===== src/rtl/alu_pkg.sv =====
// Shared definitions for the shared-ALU arbiter: opcode encodings and FSM state type.
package alu_pkg;

    localparam int unsigned ALU_OP_W = 3;

    localparam logic [ALU_OP_W-1:0] OP_ADD = 3'd0;
    localparam logic [ALU_OP_W-1:0] OP_SUB = 3'd1;
    localparam logic [ALU_OP_W-1:0] OP_AND = 3'd2;
    localparam logic [ALU_OP_W-1:0] OP_OR  = 3'd3;
    localparam logic [ALU_OP_W-1:0] OP_XOR = 3'd4;
    localparam logic [ALU_OP_W-1:0] OP_NOT = 3'd5;
    localparam logic [ALU_OP_W-1:0] OP_LSH = 3'd6;
    localparam logic [ALU_OP_W-1:0] OP_RSH = 3'd7;

    typedef enum logic [1:0] {
        IDLE = 2'd0,
        EXEC = 2'd1,
        RESP = 2'd2
    } arb_state_t;

endpackage


===== src/rtl/alu.sv =====
// Combinational N-bit ALU: arithmetic with carry/borrow and signed overflow, logic ops, 1-bit shifts.
module alu
    import alu_pkg::*;
#(
    parameter int unsigned N = 4
) (
    input  logic [N-1:0]        i_a,
    input  logic [N-1:0]        i_b,
    input  logic [ALU_OP_W-1:0] i_op,
    output logic [N-1:0]        o_result_c,
    output logic                o_zero_c,
    output logic                o_carry_c,
    output logic                o_overflow_c
);

    logic [N:0] w_sum;
    logic [N:0] w_diff;

    // Extra MSB captures carry-out on add and borrow on subtract.
    assign w_sum  = {1'b0, i_a} + {1'b0, i_b};
    assign w_diff = {1'b0, i_a} - {1'b0, i_b};

    always_comb begin
        o_result_c   = '0;
        o_carry_c    = 1'b0;
        o_overflow_c = 1'b0;
        case (i_op)
            OP_ADD: begin
                o_result_c   = w_sum[N-1:0];
                o_carry_c    = w_sum[N];
                o_overflow_c = (i_a[N-1] == i_b[N-1]) && (w_sum[N-1] != i_a[N-1]);
            end
            OP_SUB: begin
                o_result_c   = w_diff[N-1:0];
                o_carry_c    = w_diff[N];
                o_overflow_c = (i_a[N-1] != i_b[N-1]) && (w_diff[N-1] != i_a[N-1]);
            end
            OP_AND:  o_result_c = i_a & i_b;
            OP_OR:   o_result_c = i_a | i_b;
            OP_XOR:  o_result_c = i_a ^ i_b;
            OP_NOT:  o_result_c = ~i_a;
            OP_LSH:  o_result_c = {i_a[N-2:0], 1'b0};
            OP_RSH:  o_result_c = {1'b0, i_a[N-1:1]};
            default: o_result_c = '0;
        endcase
    end

    assign o_zero_c = (o_result_c == '0);

endmodule


===== src/rtl/alu_arbiter.sv =====
// Round-robin arbiter sharing one ALU between two requesters; each op runs grant -> execute -> respond.
module alu_arbiter
    import alu_pkg::*;
#(
    parameter int unsigned N = 4
) (
    input  logic                  clk,
    input  logic                  rst,
    input  logic [1:0]            req_valid,
    output logic [1:0]            req_ready,
    input  logic [2*N-1:0]        req_a,
    input  logic [2*N-1:0]        req_b,
    input  logic [2*ALU_OP_W-1:0] req_op,
    output logic                  rsp_valid,
    input  logic                  rsp_ready,
    output logic                  rsp_id,
    output logic [N-1:0]          rsp_result,
    output logic                  rsp_zero,
    output logic                  rsp_carry,
    output logic                  rsp_overflow,
    output logic                  busy
);

    arb_state_t          r_state;
    logic                r_ptr;
    logic [N-1:0]        r_a;
    logic [N-1:0]        r_b;
    logic [ALU_OP_W-1:0] r_op;
    logic                r_id;

    logic                r_rsp_valid;
    logic                r_rsp_id;
    logic [N-1:0]        r_rsp_result;
    logic                r_rsp_zero;
    logic                r_rsp_carry;
    logic                r_rsp_overflow;

    logic                w_any;
    logic                w_gid;
    logic [1:0]          w_ready;
    logic [N-1:0]        w_result;
    logic                w_zero;
    logic                w_carry;
    logic                w_overflow;

    // Sole requester wins outright; on contention the round-robin pointer decides.
    assign w_any = |req_valid;
    assign w_gid = (&req_valid) ? r_ptr : req_valid[1];

    // No grant while reset is asserted: the op would be dropped by the reset edge anyway.
    always_comb begin
        w_ready = 2'b00;
        if ((r_state == IDLE) && w_any && !rst) begin
            w_ready = w_gid ? 2'b10 : 2'b01;
        end
    end

    assign req_ready = w_ready;

    alu #(
        .N(N)
    ) u_alu (
        .i_a         (r_a),
        .i_b         (r_b),
        .i_op        (r_op),
        .o_result_c  (w_result),
        .o_zero_c    (w_zero),
        .o_carry_c   (w_carry),
        .o_overflow_c(w_overflow)
    );

    always_ff @(posedge clk) begin
        if (rst) begin
            r_state        <= IDLE;
            r_ptr          <= 1'b0;
            r_a            <= '0;
            r_b            <= '0;
            r_op           <= OP_ADD;
            r_id           <= 1'b0;
            r_rsp_valid    <= 1'b0;
            r_rsp_id       <= 1'b0;
            r_rsp_result   <= '0;
            r_rsp_zero     <= 1'b0;
            r_rsp_carry    <= 1'b0;
            r_rsp_overflow <= 1'b0;
        end else begin
            case (r_state)
                IDLE: begin
                    if (w_any) begin
                        r_a     <= w_gid ? req_a[2*N-1:N] : req_a[N-1:0];
                        r_b     <= w_gid ? req_b[2*N-1:N] : req_b[N-1:0];
                        r_op    <= w_gid ? req_op[2*ALU_OP_W-1:ALU_OP_W] : req_op[ALU_OP_W-1:0];
                        r_id    <= w_gid;
                        r_ptr   <= ~w_gid;
                        r_state <= EXEC;
                    end
                end
                EXEC: begin
                    r_rsp_valid    <= 1'b1;
                    r_rsp_id       <= r_id;
                    r_rsp_result   <= w_result;
                    r_rsp_zero     <= w_zero;
                    r_rsp_carry    <= w_carry;
                    r_rsp_overflow <= w_overflow;
                    r_state        <= RESP;
                end
                RESP: begin
                    // Response registers hold until the consumer takes it.
                    if (rsp_ready) begin
                        r_rsp_valid <= 1'b0;
                        r_state     <= IDLE;
                    end
                end
                default: r_state <= IDLE;
            endcase
        end
    end

    assign rsp_valid    = r_rsp_valid;
    assign rsp_id       = r_rsp_id;
    assign rsp_result   = r_rsp_result;
    assign rsp_zero     = r_rsp_zero;
    assign rsp_carry    = r_rsp_carry;
    assign rsp_overflow = r_rsp_overflow;
    assign busy         = (r_state != IDLE);

endmodule


===== config.mk =====
export PLATFORM = sky130hd
export DESIGN_NAME = alu_arbiter
export DESIGN_NICKNAME = d
export VERILOG_FILES = /design/src/rtl/alu_pkg.sv /design/src/rtl/alu.sv /design/src/rtl/alu_arbiter.sv
export SDC_FILE = /design/constraint.sdc
export NUM_CORES = 1
export LEC_CHECK = 0
export CAP_MARGIN = 10
export CORE_MARGIN = 1
export CORE_UTILIZATION = 30
export CTS_BUF_LIST = sky130_fd_sc_hd__clkbuf_2
export CTS_CLUSTER_DIAMETER = 200
export CTS_CLUSTER_SIZE = 16
export DETAILED_ROUTE_END_ITERATION = 8
export HOLD_SLACK_MARGIN = 0.05
export MAX_ROUTING_LAYER = met4
export PLACE_DENSITY = 0.66
export SKIP_CTS_REPAIR_TIMING = 1
export SLEW_MARGIN = 20
export SYNTH_ARGS = -nofsm -noshare
export SYNTH_HDL_FRONTEND = slang
export SYNTH_SLANG_ARGS = --single-unit

===== constraint.sdc =====
create_clock -name clk -period 2.55 [get_ports clk]
set_input_delay 0.255 -clock clk [delete_from_list [all_inputs] [get_ports clk]]
set_output_delay 0.255 -clock clk [all_outputs]
set_load 0.005 [all_outputs]

==> results.txt, run 1 <==
The via count of the first global-routing pass came out at 1374. The required time at the endpoint of the critical path is 2.81 ns. The core region area came out at 5200 um^2. The count of different cell masters after synthesis is 43. Summed over all layers, the routed wires come to 3510 um. STA classifies the critical path endpoint as a flop. The I/O pin total is 39. The post-synthesis sequential area ratio is 29.0%. The number of filler cells placed in the layout is 573. Synthesis produced 203 cells. The clock-pin slew on the worst setup and hold paths is 0.25 ns. By area the synthesized netlist is led by dfxtp_1 (29%), ha_1 (9.1%), mux2i_1 (6.7%). The worst setup path is launched from a flop. For the pin with the worst max-slew slack, the measured transition is 0.443 ns. The wire length of the first global-routing pass is 6200 um. VDD sags by at most 0.229 mV. The number of placement rows came out at 26.

In this run the critical register-to-register path is captured at rsp_zero$_SDFFE_PP0P_. Counting every sink on the clock net gives 24. The path class of the tightest hold or removal check is flop to flop. In the finished design, the share of the clock period the worst path needs comes to 94.7%. The weighted congestion at the end of routability-driven global placement came out at 0.873.

The number of inserted diodes came out at 0. The leakage power figure came out at 0.904 nW. Setup repair after global routing left no endpoint under its margin.

Yosys mapped a number of flops with a built-in enable equal to 0. The first-iteration detailed-routing DRC count is 110. The final total negative setup slack is 0 ns. The beginning of the worst register-to-register path is r_a[3]$_SDFFE_PP0P_. The average routed wire per standard cell is 11.3 um. The HPWL after detailed placement is 2810 um. The worst hold path depth came out at 2. The maximum number of pins on one net before global-route repair came out at 23. The via-per-instance ratio is 4.78. In this run the tightest slew margin relative to its limit is 70.4%.

The layout-stage area growth over the synthesis result is 30.6%. The number of buffers added on ports is 38. Setup violations remaining at the end of the flow were counted as 0. The area of the die is 5810 um^2. On the worst path, the slowest cell contributes a delay of 0.46 ns. In the post-route analysis, the smallest setup slack over all paths is 0.136 ns. The biggest area contributor in the post-synthesis netlist is dfxtp_1. In this run the biggest area consumer among cell types represents 29.0% of the synthesized area. The minimum clock period is 2.41 ns. The highest achievable clock rate is 0.414 GHz.

The number of slew-limit violations in the final report is 0. The netlist area before placement is 1650 um^2. The die height is 76.3 um. The signal on the critical path passes through inv_1 > ha_1 > nand2b_1 > mux4_2 > or3_1 > and3_1 > o41ai_2. The remaining antenna violation count came out at 0. Across all layers, the routed design uses 1492 vias.

The worst hold path begins at rsp_id$_SDFFE_PP0P_. The total CTS buffers is 3. The initial core utilization is 31.8%. The most used flip-flop cell after synthesis is dfxtp_1. The setup path with the least slack is of type flop to flop. The worst endpoint data arrival time is 2.67 ns. The slowest cell on the critical path is dfxtp_2. The number of buffers on the longest clock path came out at 2. The share of flip-flops with an asynchronous set or reset after synthesis came out at 0%.

In this run the register-to-register setup slack is 0.14 ns. The first detailed-routing pass took 4 iterations. The CTS tree is done. The synthesized net count is 244. Global routing used 13.2% of the available tracks across all layers.

The number of nets at the end of the flow is 284. The level count of the clock H-tree is 1. In this run the mean area of a mapped cell was 8.15 um^2. The leftover overflow at the end of global routing came out at 0. The run finished with clean final reports. Prior to clock tree synthesis, the placed netlist has a worst setup slack of 0.106 ns. The fraction of layout cells with a size suffix above 1 is 8.26%. The DRC violations left is 0. For hold timing, the worst endpoint is rsp_id$_SDFFE_PP0P_. Along the worst path, the maximum fanout reaches 7. The number of antenna violations at the first check in global routing came to 0.

The clock arrives with 0.0209 ns of skew. The multi-input combinational cells in the finished layout cover a total of 1060 um^2. The logic depth of the worst register-to-register path came out at 7. The most common library cell in the layout ignoring fill and taps is clkdlybuf4s50_1.

During synthesis, Yosys emitted a total of 0 warnings. The clock latency on the worst-skew pair is 0.34 ns. The final-report hold violation count came out at 0.

In the layout the commonest cells are clkdlybuf4s50_1 (38), nor2_1 (28), dfxtp_1 (23). The power per cell area is 501 nW/um^2. Summing all flip-flop and latch instances after layout gives 482 um^2. The number of max-cap violations is 0. Synthesis inferred 24 register bits. The die is 76.3 um wide. In this run the clock root is driven by a clkbuf_2.
-- worst max-delay path by stage --
stage / slack (ns) / endpoint / start / depth (start not counted)
6_report: 0.14 / rsp_zero$_SDFFE_PP0P_ / r_a[3]$_SDFFE_PP0P_ / 7
5_1_grt: 0.07 / rsp_zero$_SDFFE_PP0P_ / r_a[3]$_SDFFE_PP0P_ / 7
4_1_cts: 0.04 / rsp_zero$_SDFFE_PP0P_ / r_a[3]$_SDFFE_PP0P_ / 7
3_5_place_dp: 0.11 / rsp_zero$_SDFFE_PP0P_ / r_a[3]$_SDFFE_PP0P_ / 7
3_3_place_gp: 0.18 / rsp_zero$_SDFFE_PP0P_ / r_a[3]$_SDFFE_PP0P_ / 7
2_1_floorplan: 0.18 / rsp_zero$_SDFFE_PP0P_ / r_a[3]$_SDFFE_PP0P_ / 7
-- sequential cells by signal (all words and copies together) (netlist names) --
register and cells:
r_b 4, rsp_result 4, r_id 1, r_state 2
r_ptr 1, rsp_zero 1, rsp_overflow 1, rsp_carry 1
rsp_valid 1, rsp_id 1, r_a 4, r_op 3
-- stage by stage --
stage	power [mW]	utilization (%)	hold WS, ns	instance area, um^2	cells
floorplan	0.780	-	0.335	1650	203
global placement	0.933	41.1	0.444	2140	308
detailed placement	0.942	41.1	0.451	2140	308
CTS	1.10	41.5	0.476	2160	312
global route	1.17	41.5	0.508	2160	312
finish	1.08	41.5	0.473	2160	312
-- logic make-up (layout without fill, tap and decap cells) --
kind of cell | Yosys count | after routing | share of synthesized area (%)
fa+ha+maj | 14 | 14 | 11.5
compound gates | 50 | 50 | 20.7
simple gates | 67 | 67 | 18.8
mux | 15 | 15 | 11.0
flops | 24 | 24 | 29.0
xor+xnor | 4 | 4 | 2.12
buf+inv | 29 | 68 | 6.81
-- worst max-delay path, delay by kind of cell (launching register included) --
kind,cells,cell delay [ns]
AND/OR/NAND/NOR,3,0.70
flip-flops,1,0.46
multiplexers,1,0.46
adder cells (fa/ha/maj),1,0.31
AO/OA/AOI/OAI,1,0.31
buffers and inverters,1,0.09
-- power breakdown --
group,switching [mW],internal [mW]
logic,0.231,0.245
clock network,0.117,0.0341
registers,0.0412,0.415
total,0.389,0.694
-- synthesized netlist by cell type (3+ instances only) --
library cell and instances:
xnor2_1 4, o21ai_0 3, a21oi_1 12, nor2b_1 4
nor2_1 28, a211oi_1 14, and2_1 3, inv_1 16
nand2b_1 3, o21ai_1 3, nor3_1 3, or3_1 3
mux2i_1 11, nand2_1 15, o21bai_1 3, ha_1 12
clkbuf_1 10, dfxtp_1 24
-- area by class of cell --
| type | count | area share [%] |
|---|---|---|
| Inverter | 17 | 2.95 |
| Timing Repair Buffer | 47 | 20.7 |
| Clock inverter | 1 | 0.174 |
| Sequential cell | 24 | 22.3 |
| Multi-Input combinational cell | 150 | 49.1 |
| Clock buffer | 3 | 0.695 |
| Tap cell | 70 | 4.05 |
-- layer usage --
layer	routed length, um	track usage (%)
met1	1730	16.9
met2	1620	21.5
met3	125	1.92
met4	36	4.04
met5	0	-
Note: power is estimated with default switching activity, not from simulation.
==> run 2: changes to the inputs <==
--- a/config.mk
+++ b/config.mk
@@ -14,7 +14,8 @@
 export DETAILED_ROUTE_END_ITERATION = 8
 export HOLD_SLACK_MARGIN = 0.05
 export MAX_ROUTING_LAYER = met4
-export PLACE_DENSITY = 0.66
+export PLACE_DENSITY = 0.64
+export REMOVE_ABC_BUFFERS = 1
 export SKIP_CTS_REPAIR_TIMING = 1
 export SLEW_MARGIN = 20
 export SYNTH_ARGS = -nofsm -noshare
==> constraint.sdc (replaced) <==
create_clock -name clk -period 3.05 [get_ports clk]
set_input_delay 0.305 -clock clk [delete_from_list [all_inputs] [get_ports clk]]
set_output_delay 0.305 -clock clk [all_outputs]
set_load 0.005 [all_outputs]
==> run 2 against run 1 <==
Combinational power fell by 21%; wire length is 1.1% higher; clock-buffer cell count is the same; clock power grew 44%; via count decreased by 1.7%; critical path depth stayed put; setup slack gained 0.34 ns.
==> results.txt, run 2 (synthesis gave the netlist of run 1 again) <==
The run finished with clean final reports. The first-iteration detailed-routing DRC count is 57 (-48%). Setup repair after global routing left no endpoint under its margin. The sequential group share of total power is 39.8% (-2.3 points). The required time at the endpoint of the critical path is 3.34 ns (+0.53 ns). The number of inserted diodes is 0 (unchanged). The number of buffers on the longest clock path is 2 (unchanged). The maximum fanout along the worst path is 7 (unchanged). The aggregate routed wire length came out at 3550 um (+1.1%).

The critical path goes through inv_1 > ha_1 > nand2b_1 > mux4_2 > or3_1 > and3_1 > o41ai_2. The clock latency on the worst-skew pair came to 0.35 ns (about the same). The final total negative setup slack is 0 ns (unchanged). The net switching share of the total power came out at 33.7% (-2.2 points).

The worst endpoint data arrival time is 2.86 ns (+0.19 ns). The multi-input combinational cell area came out at 1060 um^2 (unchanged). The internal power summed over all cells is 653 uW (-5.9%).

The worst setup path is launched from a flop. The worst-margin pin slew came out at 0.618 ns (+0.175 ns). On the critical path, the stage with the largest delay is an instance of dfxtp_1. The number of antenna violations at the first check in global routing came to 0 (unchanged). The switching power total was 332 uW (-15%).

The minimum clock period is 2.57 ns (+0.158 ns). The critical path is of the flop to flop type. The average routed wire per standard cell is 11.6 um (+2.8%).

The leftover overflow at the end of global routing came out at 0 (unchanged). The HPWL after detailed placement came out at 2710 um (-3.5%). The cell area after layout is 2150 um^2 (-0.58%). The fraction of layout cells with a size suffix above 1 is 6.33% (-1.9 points). The CTS tree is done. The total number of vias came to 1467 (-1.7%). The core region area is 5200 um^2 (unchanged). The wire length of the first global-routing pass came to 6210 um (+0.11%). The number of filler cells placed in the layout is 541 (-5.6%). The I/O pin total is 39 (unchanged). The path class of the tightest hold or removal check is flop to flop. The count of final setup violators is 0 (unchanged).

The element type at the critical path end is a flop. The number of placement rows came out at 26 (unchanged). The final-report hold violation count came to 0 (unchanged). The setup clock skew after layout is 0.00127 ns (-0.0196 ns). The normalized max-slew margin is 58.7% (-12 points). The number of nets at the end of the flow came out at 279 (-1.8%).

The maximum number of pins on one net before global-route repair is 23 (unchanged). The clock-pin slew on the worst setup and hold paths came out at 0.25 ns (about the same). The DRC violations left came out at 0 (unchanged). The total global-route track usage came out at 13.3% (+0.11 points). The share of the clock period used by the worst path is 84.3% (-10 points). The library cells used most frequently in the layout, excluding fill and tap cells, are clkdlybuf4s50_1 (38), nor2_1 (28), dfxtp_1 (24). The combinational share of power is 38.1% (-5.8 points). The level count of the clock H-tree came out at 1 (unchanged). The floorplan die width came to 76.3 um (unchanged). The number of buffers added on ports came out at 38 (unchanged). The die height is 76.3 um (unchanged). The highest achievable clock rate is 0.389 GHz (-6.1%). The standard cell area after detailed placement was 2100 um^2 (-1.8%). The area of the die came out at 5810 um^2 (unchanged). The via-per-instance ratio came out at 4.78 (about the same).

The storage element area came out at 480 um^2 (-0.26%). The layout-stage area growth over the synthesis result came out at 29.9%. The final hold slack was 0.472 ns (-0.000806 ns). The critical path's largest stage delay came out at 0.52 ns (+0.06 ns).

The remaining antenna violation count is 0 (unchanged). The largest voltage drop on the vdd net is 0.224 mV (-2.2%). Leaving out fill and tap cells, the most frequent cell in the layout is clkdlybuf4s50_1. The total CTS buffers came out at 3 (unchanged). The number of slew-limit violations in the final report came out at 0 (unchanged).

The number of max-cap violations is 0 (unchanged). The cell chosen for the clock root is clkbuf_2. The sink count of the clock tree is 24 (unchanged).

The clock group share of total power is 22.2% (+8.3 points). The power per cell area came to 459 nW/um^2 (-8.5%). The via count of the first global-routing pass came to 1312 (-4.5%). The number of iterations in the first detailed-routing pass was 4 (unchanged). The initial core utilization is 31.8% (unchanged). The weighted congestion at the end of routability-driven global placement is 0.889 (+1.7%). The leakage power figure came to 0.890 nW (-1.5%).
run 2: cell types whose count changed in the layout (fill, tap and decap cells not counted):
cell       delta
buf_4         -5
bufinv_16     +1
clkinv_1      -1
dfxtp_1       +1
dfxtp_2       -1
run 2: final cells by class:
class                           count  share of cell area, %
Clock buffer                        3                  0.699
Clock inverter                      1                   1.40
Tap cell                           70                   4.08
Multi-Input combinational cell    150                   49.4
Sequential cell                    24                   22.4
Inverter                           17                   2.97
Timing Repair Buffer               42                   19.1
run 2: through the flow:
stage	utilization (%)	instances	power [mW]	setup slack [ns]
final	41.3	307	0.985	0.478
after global placement	40.4	303	0.766	0.597
after global routing	41.3	307	1.06	0.308
after detailed placement	40.4	303	0.773	0.528
after CTS	41.3	307	0.997	0.485
after floorplan	-	191	0.640	0.662
run 2: path summary, 6_finish.rpt:
| path | cells past startpoint | startpoint | end | slack (ns) |
|---|---|---|---|---|
| worst max-delay path | 7 | r_a[3]$_SDFFE_PP0P_ | rsp_zero$_SDFFE_PP0P_ | 0.48 |
| worst min-delay path | 2 | rsp_id$_SDFFE_PP0P_ | rsp_id$_SDFFE_PP0P_ | 0.47 |
| worst max register to register | 7 | r_a[3]$_SDFFE_PP0P_ | rsp_zero$_SDFFE_PP0P_ | 0.48 |
| worst min register to register | 2 | rsp_id$_SDFFE_PP0P_ | rsp_id$_SDFFE_PP0P_ | 0.47 |
run 2: routing by layer:
| metal | vias to the layer above | wire [um] | global-route usage, % |
|---|---|---|---|
| li1 | 774 | - | - |
| met1 | 651 | 1790 | 18.4 |
| met2 | 38 | 1530 | 19.1 |
| met3 | 4 | 161 | 2.28 |
| met4 | 0 | 70 | 5.38 |
| met5 | - | 0 | - |
run 2: power groups by stage:
| stage | Clock [mW] | Combinational (mW) | Sequential [mW] |
|---|---|---|---|
| floorplan | 0 | 0.246 | 0.394 |
| global route | 0.238 | 0.422 | 0.401 |
| global placement | 0 | 0.369 | 0.397 |
| finish | 0.218 | 0.375 | 0.392 |
| detailed placement | 0 | 0.374 | 0.399 |
| CTS | 0.228 | 0.376 | 0.393 |
run 2: worst max-delay path: cells and delay by family, from the launching register on:
family / cells / cell delay [ns]
simple gates: 3 / 0.73
flops: 1 / 0.52
mux: 1 / 0.46
fa+ha+maj: 1 / 0.39
compound gates: 1 / 0.31
buf+inv: 1 / 0.11
